File: src/rtl/mar_burst_if.sv
// -----------------------------------------------------------------------------
// mar_burst_if -- bus bundle for the mar_burst memory address register.
//
// Signals:
//   in          packed load sources, channel k at [k*ADDR_W +: ADDR_W]
//   re          per-channel load enable
//   inc         single-step increment request
//   burst_start start an auto-increment burst from the current out1
//   burst_len   number of increments in a burst
//   out1        registered address
//   busy        high while the register is bursting
//   done        one-cycle pulse after the last burst increment
//   err         sticky bound error (only when MAR_BOUND_CHECK_EN is defined)
//
// Modports: master drives the requests, slave is the address register.
// -----------------------------------------------------------------------------
interface mar_burst_if #(
  parameter int ADDR_W  = 15,
  parameter int NUM_SRC = 2,
  parameter int LEN_W   = 4
);
  logic [NUM_SRC*ADDR_W-1:0] in;
  logic [NUM_SRC-1:0]        re;
  logic                      inc;
  logic                      burst_start;
  logic [LEN_W-1:0]          burst_len;
  logic [ADDR_W-1:0]         out1;
  logic                      busy;
  logic                      done;
`ifdef MAR_BOUND_CHECK_EN
  logic                      err;
`endif

  modport master (
    output in, re, inc, burst_start, burst_len,
`ifdef MAR_BOUND_CHECK_EN
    input  err,
`endif
    input  out1, busy, done
  );

  modport slave (
    input  in, re, inc, burst_start, burst_len,
`ifdef MAR_BOUND_CHECK_EN
    output err,
`endif
    output out1, busy, done
  );
endinterface

File: src/rtl/mar_burst.sv
// -----------------------------------------------------------------------------
// mar_burst -- memory address register with multi-source load, single-step
// increment and an auto-increment burst mode.
//
// Ports:
//   clk  single clock, all state updates on the rising edge
//   rst  asynchronous, active-high reset
//   bus  mar_burst_if.slave: in/re/inc/burst_start/burst_len in,
//        out1/busy/done (and err) out
//
// Optional feature: define MAR_BOUND_CHECK_EN to add the sticky err output,
// set by an out-of-range load (value > ADDR_TOP) or an increment that wraps
// from ADDR_TOP to 0. Without the macro err and its logic are absent.
//
// Priority in IDLE: load (highest re index wins) > inc > burst_start.
// While bursting all requests are ignored.
// -----------------------------------------------------------------------------
module mar_burst #(
  parameter int ADDR_W   = 15,
  parameter int NUM_SRC  = 2,
  parameter int LEN_W    = 4,
  parameter int ADDR_TOP = 2**ADDR_W-1
) (
  input  logic       clk,
  input  logic       rst,
  mar_burst_if.slave bus
);

  localparam logic [ADDR_W-1:0] TOP = ADDR_W'(ADDR_TOP);

  typedef enum logic {IDLE, BURST} state_t;

  state_t            state_q, state_d;
  logic [ADDR_W-1:0] out1_q, out1_d;
  logic [LEN_W-1:0]  rem_q, rem_d;
  logic              done_q, done_d;
  logic              load_hit;
  logic [ADDR_W-1:0] load_val;
`ifdef MAR_BOUND_CHECK_EN
  logic              err_q, err_d;
`endif

  // Wrapping increment: ADDR_TOP is the last legal address.
  function automatic logic [ADDR_W-1:0] next_addr(input logic [ADDR_W-1:0] a);
    return (a == TOP) ? '0 : a + ADDR_W'(1);
  endfunction

  // Ascending scan so the highest asserted channel overrides lower ones.
  always_comb begin
    load_hit = 1'b0;
    load_val = '0;
    for (int k = 0; k < NUM_SRC; k++) begin
      if (bus.re[k]) begin
        load_hit = 1'b1;
        load_val = bus.in[k*ADDR_W +: ADDR_W];
      end
    end
  end

  always_comb begin
    state_d = state_q;
    out1_d  = out1_q;
    rem_d   = rem_q;
    done_d  = 1'b0;
`ifdef MAR_BOUND_CHECK_EN
    err_d   = err_q;
`endif
    case (state_q)
      IDLE: begin
        if (load_hit) begin
          out1_d = load_val;
`ifdef MAR_BOUND_CHECK_EN
          // Widened compare: the load is performed even when out of range.
          if ({1'b0, load_val} > {1'b0, TOP}) err_d = 1'b1;
`endif
        end else if (bus.inc) begin
          out1_d = next_addr(out1_q);
`ifdef MAR_BOUND_CHECK_EN
          if (out1_q == TOP) err_d = 1'b1;
`endif
        end else if (bus.burst_start) begin
          // A zero-length burst completes at once without entering BURST.
          if (bus.burst_len == '0) begin
            done_d = 1'b1;
          end else begin
            rem_d   = bus.burst_len;
            state_d = BURST;
          end
        end
      end
      BURST: begin
        out1_d = next_addr(out1_q);
`ifdef MAR_BOUND_CHECK_EN
        if (out1_q == TOP) err_d = 1'b1;
`endif
        rem_d = rem_q - LEN_W'(1);
        if (rem_q == LEN_W'(1)) begin
          state_d = IDLE;
          done_d  = 1'b1;
        end
      end
      default: state_d = IDLE;
    endcase
  end

  always_ff @(posedge clk or posedge rst) begin
    if (rst) begin
      state_q <= IDLE;
      out1_q  <= '0;
      rem_q   <= '0;
      done_q  <= 1'b0;
    end else begin
      state_q <= state_d;
      out1_q  <= out1_d;
      rem_q   <= rem_d;
      done_q  <= done_d;
    end
  end

`ifdef MAR_BOUND_CHECK_EN
  always_ff @(posedge clk or posedge rst) begin
    if (rst) err_q <= 1'b0;
    else     err_q <= err_d;
  end

  assign bus.err = err_q;
`endif

  assign bus.out1 = out1_q;
  assign bus.busy = (state_q == BURST);
  assign bus.done = done_q;

endmodule

File: src/flat_wrapper.sv
// flat-port wrapper written by rule: the top's interface ports become plain ports
module mar_burst_flat 
#(
  parameter int ADDR_W   = 15,
  parameter int NUM_SRC  = 2,
  parameter int LEN_W    = 4,
  parameter int ADDR_TOP = 2**ADDR_W-1
)
  (clk, rst, bus_in, bus_re, bus_inc, bus_burst_start, bus_burst_len, bus_out1, bus_busy, bus_done);
  mar_burst_if #(.ADDR_W(ADDR_W), .NUM_SRC(NUM_SRC), .LEN_W(LEN_W)) bus_i ();
  input  logic clk;
  input  logic rst;
  input wire logic [$bits(bus_i.in)-1:0] bus_in;
  input wire logic [$bits(bus_i.re)-1:0] bus_re;
  input wire logic [$bits(bus_i.inc)-1:0] bus_inc;
  input wire logic [$bits(bus_i.burst_start)-1:0] bus_burst_start;
  input wire logic [$bits(bus_i.burst_len)-1:0] bus_burst_len;
  output wire logic [$bits(bus_i.out1)-1:0] bus_out1;
  output wire logic [$bits(bus_i.busy)-1:0] bus_busy;
  output wire logic [$bits(bus_i.done)-1:0] bus_done;
  assign bus_i.in = bus_in;
  assign bus_i.re = bus_re;
  assign bus_i.inc = bus_inc;
  assign bus_i.burst_start = bus_burst_start;
  assign bus_i.burst_len = bus_burst_len;
  assign bus_out1 = bus_i.out1;
  assign bus_busy = bus_i.busy;
  assign bus_done = bus_i.done;
  mar_burst #(.ADDR_W(ADDR_W), .NUM_SRC(NUM_SRC), .LEN_W(LEN_W), .ADDR_TOP(ADDR_TOP)) u_core (.clk(clk), .rst(rst), .bus(bus_i));
endmodule
File: config.mk
export PLATFORM = sky130hd
export DESIGN_NAME = mar_burst_flat
export DESIGN_NICKNAME = d
export VERILOG_FILES = /design/src/rtl/mar_burst_if.sv /design/src/rtl/mar_burst.sv /design/src/flat_wrapper.sv
export SDC_FILE = /design/constraint.sdc
export NUM_CORES = 1
export LEC_CHECK = 0
export ABC_AREA = 1
export BUFFER_PORTS_ARGS = -buffer_cell sky130_fd_sc_hd__buf_2
export CAP_MARGIN = 20
export CORE_AREA = 8 8 94 96
export CTS_BUF_LIST = sky130_fd_sc_hd__clkbuf_8
export DETAILED_ROUTE_END_ITERATION = 12
export DIE_AREA = 0 0 102 104
export PLACE_DENSITY = 0.4
export REMOVE_ABC_BUFFERS = 1
export SLEW_MARGIN = 20
export SYNTH_ARGS = -nofsm -noshare
export SYNTH_HDL_FRONTEND = slang
export SYNTH_SLANG_ARGS = --single-unit
File: constraint.sdc
create_clock -name clk -period 1.7 [get_ports clk]
set_input_delay 0.17 -clock clk [delete_from_list [all_inputs] [get_ports clk]]
set_output_delay 0.17 -clock clk [all_outputs]
set_load 0.02 [all_outputs]
==> summary.txt <==
Worst setup path
  – Critical setup path kind: register to register
  – Reg2reg setup slack: between 0.15 and 0.2 ns
  – Origin of the critical flop-to-flop path: u_core.bus.out1[1]
  – R2R cell count: 7
  – WP data arrival: 1.66 ns
  – Crit path max fanout: 6
  – RR Endpoint: u_core.bus.out1[2]
  – Element type at the critical path end: register
  – Kind of start point of the critical path: register
  – Critical Path RT: 1.85 ns

Die
  – Placeable core area: 7447 µm²
  – Initial Utilization: 0.2209
  – Top Ports: 57
  – Die Y: approximately 100 µm
  – Width of the die: between 100 and 150 µm
  – Core Rows: 32
  – Die area: 10610 µm²

Timing
  – Max Clock Freq: 0.6616 GHz
  – Skew final: 0.01345 ns
  – Setup violations, final: 0
  – Tcrit/Tclk final: 0.8891
  – RSZ-0062 raised after global routing: false
  – Max-slew violation count: 0
  – Endpoints failing hold: 0
  – Fin crit period: approximately 1.5 ns
  – PnR worst setup slack: 0.1885 ns
  – Relative slew slack: 0.7901
  – Worst-Margin Slew: 0.3149 ns
  – Setup TNS: 0 ns

Status
  – Status: finished, final reports clean

CTS
  – Sink Count: 21
  – Num CTS Buffers: 3
  – CTS H-Tree Depth: 1
  – CTS tree: yes
  – Clk slew on worst S/H paths: 0.09 ns
  – Max Buffers Root-to-Sink: 2
  – CTS root buf: clkbuf_8
  – Latest clock arrival within the worst-skew pair: around 0.27 ns

Logic synthesis
  – Dominant cell type by area after synthesis: dfrtp_1
  – Mapped Cells: 242
  – Mean Syn Cell Area: between 6 and 7 µm²
  – Yosys reg bits: 21
  – Synthesis Warnings: 0
  – Sequential area share after synthesis: 0.3194
  – Most area-consuming cells after synthesis: dfrtp_1 (32%), nand2_1 (16%), nor2_1 (8.2%)
  – Post-synth top area share: 0.3194
  – Syn Std Cell Area: between 1500 and 2000 µm²
  – Synth cell types: 27

Pwr
  – PwrDens: about 1500 nW/µm²
  – Lkg Pwr: ~1.1 nW
  – Peak supply drop: 0.3969 mV

Placement
  – GPL Wtd Cong: ~0.8
  – Worst slack at placement: between 0.15 and 0.2 ns
  – Post-DP Area: 2100 µm²
  – IO buf count: 56
  – Hpwl dp: 4370 µm

Cells and area
  – Area growth syn-to-layout: 31.56%
  – Final instance area: 2165 µm²
  – Share of post-route cells with drive strength above 1: 0.2958
  – # diodes: 0
  – Fillcell total: 866
  – Final #Nets: 355

Min path
  – Hold Path Class: input port to register
  – Hold_sp: bus_burst_len[2]
  – Worst hold stages: 3
  – Min-Delay Endpoint: u_core.rem_q[2]

Routing
  – 1st-pass router iterations: 4
  – Total vias in the final route: 1755
  – DRC violations left: 0
  – 1st-iter DRT viols: 60
  – WL/cell: 13.01 µm
  – Vias per inst: 4.249
  – DRT Wirelength: approximately 5400 µm
  – Routed Antenna Nets: 0

Global routing
  – Vias in the first global route: 1874
  – Overflow after GRT: 0
  – Antenna violations before repair: 0
  – First-pass GRT wire length: 9094 µm
  – Largest net degree at the start of global routing: 22
  – Tot GR Track Use: 0.1062

Job
  – Max Cap Viol: 0
-- cells in the mapped netlist --
master	number
xor2_1	6
nor2_4	4
nand3b_1	1
or2_2	1
nor2_1	36
nor2_2	3
o311ai_0	1
a21oi_1	23
a22oi_1	4
nand4_4	1
nand4_1	5
o21ai_0	4
inv_2	4
buf_4	1
xnor2_1	1
ha_1	3
nand3_1	18
nand3_2	3
dfrtp_1	21
nand2_2	2
buf_6	3
buf_2	2
or4_1	1
inv_1	18
mux2i_1	3
o211ai_1	1
nand2_1	72
-- critical path: stages (launching register included) --
cell	delay [ns]
dfrtp_1	0.41
ha_2	0.24
nand3_2	0.10
nor2_4	0.18
nand4_4	0.12
buf_4	0.19
nand3b_1	0.09
a21oi_1	0.06
-- logic make-up after synthesis --
| kind of cell | count (synthesis) | synth area share |
|---|---|---|
| buffers and inverters | 28 | 0.08136 |
| adders and majority gates | 3 | 0.02282 |
| xor gates and xnor gates | 7 | 0.03726 |
| DFF | 21 | 0.3194 |
| and+or+nand+nor | 147 | 0.4107 |
| muxes | 3 | 0.01825 |
| AOI/OAI and AO/OA | 33 | 0.1103 |
-- worst max-delay path by stage --
stage | start | to | slack, ns
floorplan | u_core.bus.out1[1] | u_core.bus.out1[13] | 0.10
global placement | u_core.bus.out1[1] | u_core.bus.out1[13] | 0.21
detailed placement | u_core.bus.out1[1] | u_core.bus.out1[12] | 0.15
CTS | u_core.bus.out1[1] | u_core.bus.out1[12] | 0.13
global route | u_core.bus.out1[1] | u_core.bus.out1[12] | 0.02
finish | u_core.bus.out1[1] | u_core.bus.out1[2] | 0.19
-- power by group --
group          internal [mW]  leakage (nW)  switching, mW  total, mW
registers              0.749         0.254          0.281       1.03
clock network          0.162        0.0269          0.182      0.343
logic                  0.713         0.847           1.12       1.83
-- cell usage in the layout, fill, tap and decap left out, drive strengths merged --
cell type     n
a21oi        23
dlygate4sd3   1
o211ai        1
xor2          6
dfrtp        21
o311ai        1
nor2         43
buf          70
or2           1
inv          23
nand3b        1
clkbuf        3
ha            3
nand2        74
mux2i         3
nand4         6
xnor2         1
o21ai         4
or4           1
a22oi         4
nand3        21
-- per-layer routing --
layer,global-route usage,vias up,share of wire
met1,0.1292,787,0.46
met3,0.03079,2,0.068
li1,-,926,-
met2,0.1807,40,0.46
met5,0,-,0
met4,0.01679,0,0.0043
-- sequential cells by signal, summed over array words and instances, names as in the netlist --
register         flops
u_core.bus.busy      1
u_core.bus.out1     15
u_core.bus.done      1
u_core.rem_q         4
-- metrics by stage --
step                total power [mW]  utilization  hold WS (ns)  cells
detailed placement             2.892       0.2819        0.2308    407
finish                         3.208       0.2907        0.1279    413
CTS                            3.249       0.2893        0.1216    412
global placement               2.905       0.2819        0.2437    407
floorplan                      2.170            -        0.1465    236
global route                   3.542       0.2907        0.1402    413
-- area by class of cell --
class | instances | area [µm²] | share of cell area
Multi-Input combinational cell | 193 | 988.4 | 0.4566
Clock buffer | 3 | 41.29 | 0.01908
Timing Repair Buffer | 71 | 395.4 | 0.1827
Sequential cell | 21 | 525.5 | 0.2428
Tap cell | 102 | 127.6 | 0.05896
Inverter | 22 | 82.58 | 0.03815
Clock inverter | 1 | 3.754 | 0.001734
-- repair_timing --
action                                  4_1_cts  5_1_grt
endpoints found under the hold margin        21        0
endpoints found under the setup margin        0        2
resized for setup                             0        1
hold buffers                                  1        0
buffers inserted                              0        1
(Power assumes the default switching activity.)
